## config.mk

```make
export PLATFORM = sky130hd
export DESIGN_NAME = enc8x3_event_queue
export DESIGN_NICKNAME = d
export VERILOG_FILES = /design/src/rtl/enc8x3_event_queue.sv
export SDC_FILE = /design/constraint.sdc
export NUM_CORES = 1
export LEC_CHECK = 0
export BUFFER_PORTS_ARGS = -buffer_cell sky130_fd_sc_hd__buf_2
export CAP_MARGIN = 40
export CORE_ASPECT_RATIO = 0.7
export CORE_MARGIN = 5
export CORE_UTILIZATION = 51
export DETAILED_ROUTE_END_ITERATION = 8
export GPL_TIMING_DRIVEN = 0
export MAX_ROUTING_LAYER = met4
export PLACE_DENSITY = 0.86
export SLEW_MARGIN = 15
export SYNTH_ARGS = -nofsm -noshare
export SYNTH_HDL_FRONTEND = slang
export SYNTH_SLANG_ARGS = --single-unit
```

## constraint.sdc

```tcl
create_clock -name clk -period 4.2 [get_ports clk]
set_clock_uncertainty 0.05 [all_clocks]
set_input_delay 0 -clock clk [delete_from_list [all_inputs] [get_ports clk]]
set_output_delay 0 -clock clk [all_outputs]
set_load 0.02 [all_outputs]
```

## src/rtl/enc8x3_event_queue.sv

```systemverilog
// enc8x3_event_queue: collects events on 8 request lines, keeps them as
// pending bits, and presents one 3-bit line code at a time over a
// valid/ready handshake. Repeat events on a line that is already pending
// are merged into one and counted in a saturating drop counter.
//
// Build option ENC_ROUND_ROBIN_EN:
//   undefined (default) - fixed priority, line 7 highest.
//   defined             - round-robin search starting after the last
//                         loaded line (a 'last' register, reset to 7).
module enc8x3_event_queue #(
  parameter int CNT_W = 8
) (
  input  logic             clk,
  input  logic             rst,
  input  logic [7:0]       req,
  output logic [2:0]       out_code,
  output logic             out_valid,
  input  logic             out_ready,
  output logic [7:0]       pend,
  output logic [CNT_W-1:0] drop_cnt,
  output logic             busy
);

  // Registered state and its next-state values.
  logic [2:0]       code_reg,  code_next;
  logic             valid_reg, valid_next;
  logic [7:0]       pend_reg,  pend_next;
  logic [CNT_W-1:0] drop_reg,  drop_next;

  // Candidates, slot-free condition and the chosen line.
  logic [7:0] cand;
  logic       free;
  logic [2:0] sel;

  // Lines where a new event hits an already pending bit.
  logic [7:0] dup;
  logic [3:0] dup_cnt;

  // The counter sum is kept 4 bits wider so up to 8 drops in one cycle
  // cannot wrap before the saturation check.
  logic [CNT_W+3:0] drop_sum;
  localparam logic [CNT_W+3:0] DROP_MAX = {{4{1'b0}}, {CNT_W{1'b1}}};

  assign cand = pend_reg | req;
  assign free = ~valid_reg | out_ready;

  // One coalescing detector per line.
  genvar gi;
  generate
    for (gi = 0; gi < 8; gi++) begin : g_dup
      assign dup[gi] = pend_reg[gi] & req[gi];
    end
  endgenerate

  // Count of merged events this cycle.
  always_comb begin
    dup_cnt = 4'd0;
    for (int i = 0; i < 8; i++) begin
      dup_cnt = dup_cnt + {3'b000, dup[i]};
    end
  end

  // Saturating add of this cycle's drops onto the counter.
  always_comb begin
    drop_sum  = {{4{1'b0}}, drop_reg} + {{CNT_W{1'b0}}, dup_cnt};
    drop_next = drop_reg;
    if (drop_sum > DROP_MAX) begin
      drop_next = {CNT_W{1'b1}};
    end else begin
      drop_next = drop_sum[CNT_W-1:0];
    end
  end

`ifdef ENC_ROUND_ROBIN_EN
  logic [2:0] last_reg, last_next;

  // Round-robin pick: first set candidate after the last loaded line,
  // wrapping modulo 8 (the last loaded line itself is searched last).
  always_comb begin
    logic found;
    found = 1'b0;
    sel   = last_reg;
    for (int i = 1; i <= 8; i++) begin
      if (!found && cand[last_reg + 3'(i)]) begin
        sel   = last_reg + 3'(i);
        found = 1'b1;
      end
    end
  end

  // Remember the line of every load so the next search starts after it.
  always_comb begin
    last_next = last_reg;
    if (free && (cand != 8'h00)) begin
      last_next = sel;
    end
  end

  // Round-robin pointer register.
  always_ff @(posedge clk) begin
    if (rst) begin
      last_reg <= 3'b111;
    end else begin
      last_reg <= last_next;
    end
  end
`else
  // Fixed priority pick: highest set candidate wins (ascending scan, last
  // hit kept).
  always_comb begin
    sel = 3'b000;
    for (int i = 0; i < 8; i++) begin
      if (cand[i]) begin
        sel = 3'(i);
      end
    end
  end
`endif

  // Output slot and pending register update.
  always_comb begin
    code_next  = code_reg;
    valid_next = valid_reg;
    pend_next  = cand;
    if (free) begin
      if (cand != 8'h00) begin
        code_next       = sel;
        valid_next      = 1'b1;
        pend_next[sel]  = 1'b0;
      end else begin
        valid_next = 1'b0;
      end
    end
  end

  // State registers; reset wins over any handshake in progress.
  always_ff @(posedge clk) begin
    if (rst) begin
      code_reg  <= 3'b000;
      valid_reg <= 1'b0;
      pend_reg  <= 8'h00;
      drop_reg  <= '0;
    end else begin
      code_reg  <= code_next;
      valid_reg <= valid_next;
      pend_reg  <= pend_next;
      drop_reg  <= drop_next;
    end
  end

  assign out_code  = code_reg;
  assign out_valid = valid_reg;
  assign pend      = pend_reg;
  assign drop_cnt  = drop_reg;
  assign busy      = valid_reg | (|pend_reg);

endmodule

```

=== Yosys cells after proc, flatten, opt, wreduce, memory -nomap -nowiden ===
Index checks and enable logic that the tools add are counted.

* Register bits: 20
* Latch bits: 0
* RAM bits: 0
* Bits in read-only memories: 0
* Input bits: 11
* Output and inout bits: 21
* Logic and storage cells: 46
* Memories kept: 0

* Add/subtract/negate cells: 8
* Multiply operators: 0
* Div/mod/pow operators: 0
* $lt $le $gt $ge: 3
* Equality and inequality tests: 0
* Shifts and indexed selects: 0
* Multiplexer cells: 13
* Bitwise logic cells: 14
* Reductions and logical operators: 4

{| class="wikitable"
|+ Operators by type and width
! kind !! number
|-
| 2-to-1 mux 8 bit || 3
|-
| 2-to-1 mux 3 bit || 6
|-
| adder 4 x 1 -> 4 bit || 4
|-
| adder 8 x 4 -> 9 bit || 1
|-
| greater-than comparator 9 x 8 -> 1 bit (second input constant) || 1
|-
| AND 1 bit || 8
|-
| AND 8 bit || 1
|-
| inverter 8 bit || 1
|-
| OR 8 bit || 1
|-
| nonzero test 8 bit || 1
|-
| OR reduction 8 bit || 1
|-
| adder 3 x 1 -> 4 bit || 1
|-
| less-than comparator 3 x 4 -> 1 bit (second input constant) || 1
|-
| adder 2 x 1 -> 3 bit || 1
|-
| demux 1 bit (select 3 bit) || 1
|-
| >= comparator 3 x 1 -> 1 bit (second input constant) || 1
|-
| 2-to-1 mux 1 bit || 3
|-
| adder 1 x 1 -> 2 bit || 1
|-
| OR 1 bit || 2
|-
| AND reduction 2 bit || 1
|-
| logical AND 1 bit || 1
|-
| inverter 1 bit || 1
|}

=== Longest topological paths before layout ===
* Depth in word-level cells: 16
* Depth in mapped cells: 13
* Depth with buffers taken out: 13

=== Least setup slack after synthesis ===
OpenSTA, ideal clock, no wires.

* Path kind: register -> register
* From: register pend_reg[2], in the netlist pend[2]
* To: register drop_reg[5], in the netlist drop_cnt[5]
* Library setup time: 0.143 ns
* Arrival: 3.614 ns
* Data required time: 4.007 ns
* Setup slack: 0.393 ns
* Stages on the path, launching flop included: 14
* Path buffers: 0
* Period minus slack after synthesis: 3.807 ns
* Cells stage by stage: dfxtp_1 and2_2 fa_1 inv_1 fa_1 inv_1 fa_1 fa_1 inv_1 fa_1 nor2b_1 o21a_1 o21ai_0 a31oi_1

* Longest elaborated chain between the ends: 10

{| class="wikitable"
|+ RTL lines
! what !! RTL line !! source
|-
| start, declared || 27 || <nowiki>logic [7:0] pend_reg, pend_next;</nowiki>
|-
| start signal, assigned || 146 || <nowiki>pend_reg <= pend_next;</nowiki>
|-
| AND 1 bit * || 51 || <nowiki>assign dup[gi] = pend_reg[gi] & req[gi];</nowiki>
|-
| adder 2 x 1 -> 3 bit * || 59 || <nowiki>dup_cnt = dup_cnt + {3'b000, dup[i]};</nowiki>
|-
| adder 3 x 1 -> 4 bit * || 59 ||
|-
| adder 4 x 1 -> 4 bit * (4 in a row) || 59 ||
|-
| adder 8 x 4 -> 9 bit * || 65 || <nowiki>drop_sum = {{4{1'b0}}, drop_reg} + {{CNT_W{1'b0}}, dup_cnt};</nowiki>
|-
| greater-than comparator 9 x 8 -> 1 bit || 67 || <nowiki>if (drop_sum > DROP_MAX) begin</nowiki>
|-
| 2-to-1 mux 8 bit * || 67 ||
|-
| end signal, assigned || 147 || <nowiki>drop_reg <= drop_next;</nowiki>
|-
| end, declared || 28 || <nowiki>logic [CNT_W-1:0] drop_reg, drop_next;</nowiki>
|}

Every way passes the cells marked *; elsewhere a longest branch is shown, timed or not.
A chain may end at the register's enable or synchronous reset.

=== Worst setup path in the final report ===
* From: register pend_reg[2], in the netlist pend[2]
* To: register drop_reg[0], in the netlist drop_cnt[0]

Same word-level chain as after synthesis.

==> results.sh <==
export IMPL_num_vias=1093
export IMPL_drive_gt1_frac=0.2822
export IMPL_rsz0062_at_grt="no"
export IMPL_end_kind="flop"
export IMPL_grt_pass1_vias=1045
export IMPL_cts_made_buffers=3
export IMPL_syn_num_nets=147
export IMPL_avgViaCountPerCell=5.605
export IMPL_synth_xor_area_share=0.01475
export IMPL_pin_count=32
export IMPL_synth_area_leader_cell="dfxtp_1"
export IMPL_core_mm2=0.002190
export IMPL_antenna_found_initial=0
export IMPL_portBuffers=30
export IMPL_top_layer="met3"
export IMPL_worstSetupStartpointType="flop"
export IMPL_synth_top_family_by_area="compound AO/OA/AOI/OAI gates"
export IMPL_first_pass_iters=4
export IMPL_start_util=0.5423
export IMPL_yosys_area_top_type_share=0.3372
export IMPL_async_flop_share=0
export IMPL_r2r_start="pend[2]"
export IMPL_p_comb_frac=0.392
export IMPL_internal_power_w=0.0003570
export IMPL_layout_commonest_cell="buf_2"
export IMPL_setup_violations=0
export IMPL_outcome="finished clean"
export IMPL_irDropWorstVdd_uv=193.4
export IMPL_power_switching_w=0.0002080
export IMPL_syn_area_mm2=0.001187
export IMPL_post_place_cells=187
export IMPL_clk_latency_ps=300
export IMPL_die_width_um=67.67
export IMPL_fin_nets=186
export IMPL_grt_overflow_total=0
export IMPL_dr_wl_met2_um=1451
export IMPL_grtUsageTotal=0.1971
export IMPL_finalMaxSlewViolations=0
export IMPL_cts_tree="built"
export IMPL_post_route_drc_count=0
export IMPL_syn2layout_area_growth_pct=22.44
export IMPL_synth_edf_count=0
export IMPL_ys_seq_area_frac=0.3372
export IMPL_drv_cap=0
export IMPL_cts_reportedPaths_clkPinSlew_ps=120
export IMPL_critPathArrivalTime_ps=4140
export IMPL_powerDensity_mw_per_mm2=388.6
export IMPL_die_area_mm2=0.003409
export IMPL_dpl_cell_area_mm2=0.001378
export IMPL_cts_root_buf="clkbuf_4"
export IMPL_h_tree_depth=1
export IMPL_drtIter0Drc=73
export IMPL_clock_sinks=20
export IMPL_dp_hpwl_um=2294
export IMPL_met3_length_um=198
export IMPL_routed_wl_um=3009
export IMPL_tns_ps=0
export IMPL_final_min_clock_period_ps=4009
export IMPL_power_leakage_nw=0.6806
export IMPL_slew_headroom=0.6861
export IMPL_syn_area_per_cell_um2=9.499
export IMPL_yosys_area_share_adder=0.1475
export IMPL_muxShareOfSynthArea=0.008430
export IMPL_rows=14
export IMPL_grt_start_max_net_pins=12
export IMPL_layout_common_cells="buf_2 (30), dfxtp_1 (20), inv_1 (11), nor2_1 (11), a21oi_1 (8)"
export IMPL_netlist_top_cells_area="dfxtp_1 (34%), fa_1 (8.4%), ha_1 (6.3%)"
export IMPL_drt_antenna_violating_nets=0
export IMPL_wire_per_inst_um=15.43
export IMPL_period_share=0.9544
export IMPL_crit_fanout=6
export IMPL_num_antenna_cells=0
export IMPL_critical_path_startpoint="pend[2]"
export IMPL_path_class="reg2reg"
export IMPL_p_seq_frac=0.408
export IMPL_synth_simple_area_share=0.2023
export IMPL_switching_share=0.3681
export IMPL_max_freq_ghz=0.2495
export IMPL_clk_path_buf_depth=2
export IMPL_grt_pass1_wl_um=4892
export IMPL_synth_cells=125
export IMPL_hold_viol=0
export IMPL_post_synth_num_cell_types=40
export IMPL_postLayoutCellArea_mm2=0.001454
export IMPL_hp_start="req[1]"
export IMPL_ys_ff_latch=20
export IMPL_synth_warnings=0
export IMPL_p_clk_frac=0.199
export IMPL_ys_flop_type="dfxtp_1"
export IMPL_worst_pin_slew_ps=466.6
export IMPL_cp_required_ps=4330
export IMPL_fin_cells=195
export IMPL_synth_compound_area_share=0.2339
export IMPL_drt_met1_wl_um=1359
export IMPL_die_y_um=50.37
export IMPL_hp_class="in2reg"
export IMPL_gp_congestion=0.9228
-- cells in the mapped netlist, types with 2 or more instances --
cell / instances
nor4_1: 3
a21oi_1: 8
and2_1: 5
a31oi_1: 2
nor2_1: 11
a211oi_1: 6
nand2_1: 4
a311oi_1: 3
xor2_1: 2
nor3_1: 4
o31ai_1: 2
o21ai_0: 7
fa_1: 5
inv_1: 11
dfxtp_1: 20
ha_1: 6
or4_4: 3
-- kinds of logic (layout without fill, tap and decap cells) --
| group | after synthesis | after routing |
|---|---|---|
| compound gates | 38 | 38 |
| xor+xnor | 2 | 2 |
| fa+ha+maj | 11 | 11 |
| buf+inv | 13 | 51 |
| flops | 20 | 20 |
| mux | 1 | 1 |
| simple gates | 40 | 40 |
-- critical path, cell delays in order, from the launching register on --
cell and delay, ps:
dfxtp_1 380, and2_2 230, fa_1 480, inv_1 60, fa_1 520, inv_1 60
fa_1 520, fa_1 490, inv_1 90, fa_1 200, nor2b_1 70, o21a_1 210
o21ai_1 390, a21oi_1 150
-- per-layer routing --
layer / vias to the layer above / global-route usage
li1: 540 / -
met2: 45 / 0.3086
met5: - / -
met4: 0 / 0.05724
met3: 0 / 0.04911
met1: 508 / 0.2503
-- through the flow --
step	total power (W)	utilization	setup WS (ps)	hold slack, ps
final	0.0005649	0.6640	191.5	10.25
after global routing	0.0006083	0.6640	24.05	13.42
after CTS	0.0005686	0.6640	37.76	5.780
after detailed placement	0.0004503	0.6291	119.7	180.7
after global placement	0.0004400	0.6291	169.1	173.3
after floorplan	0.0003896	-	393.5	129.0
-- layout make-up --
type                       instances  area [um2]
multi-input combinational         92       720.7
timing repair buffer              34       190.2
tap                               32       40.04
fill                             185       735.7
buffer                             2       25.02
inverter                          11       41.29
clock buffer                       4       36.28
sequential                        20       400.4
-- final timing paths --
| check | to | slack [ps] | depth (start not counted) |
|---|---|---|---|
| worst max-delay path | drop_cnt[0] | 190 | 13 |
| worst min-delay path | out_valid | 10 | 3 |
| worst max register to register | drop_cnt[0] | 190 | 13 |
| worst min register to register | out_code[1] | 430 | 2 |
-- power by group through the flow --
stage / registers (W) / clock network [W] / logic (W)
2_1_floorplan: 0.000262 / 0 / 0.000128
3_3_place_gp: 0.000233 / 0 / 0.000207
3_5_place_dp: 0.000235 / 0 / 0.000215
4_1_cts: 0.000231 / 0.000113 / 0.000225
5_1_grt: 0.000233 / 0.000124 / 0.000251
6_report: 0.000231 / 0.000113 / 0.000222
-- repair_timing --
item	CTS	global route
buffers inserted	0	0
hold buffers	4	0
setup endpoints to repair	0	5
endpoints found under the hold margin	10	0
resized for setup	0	1
No activity file was read; power rests on OpenSTA's default activity.
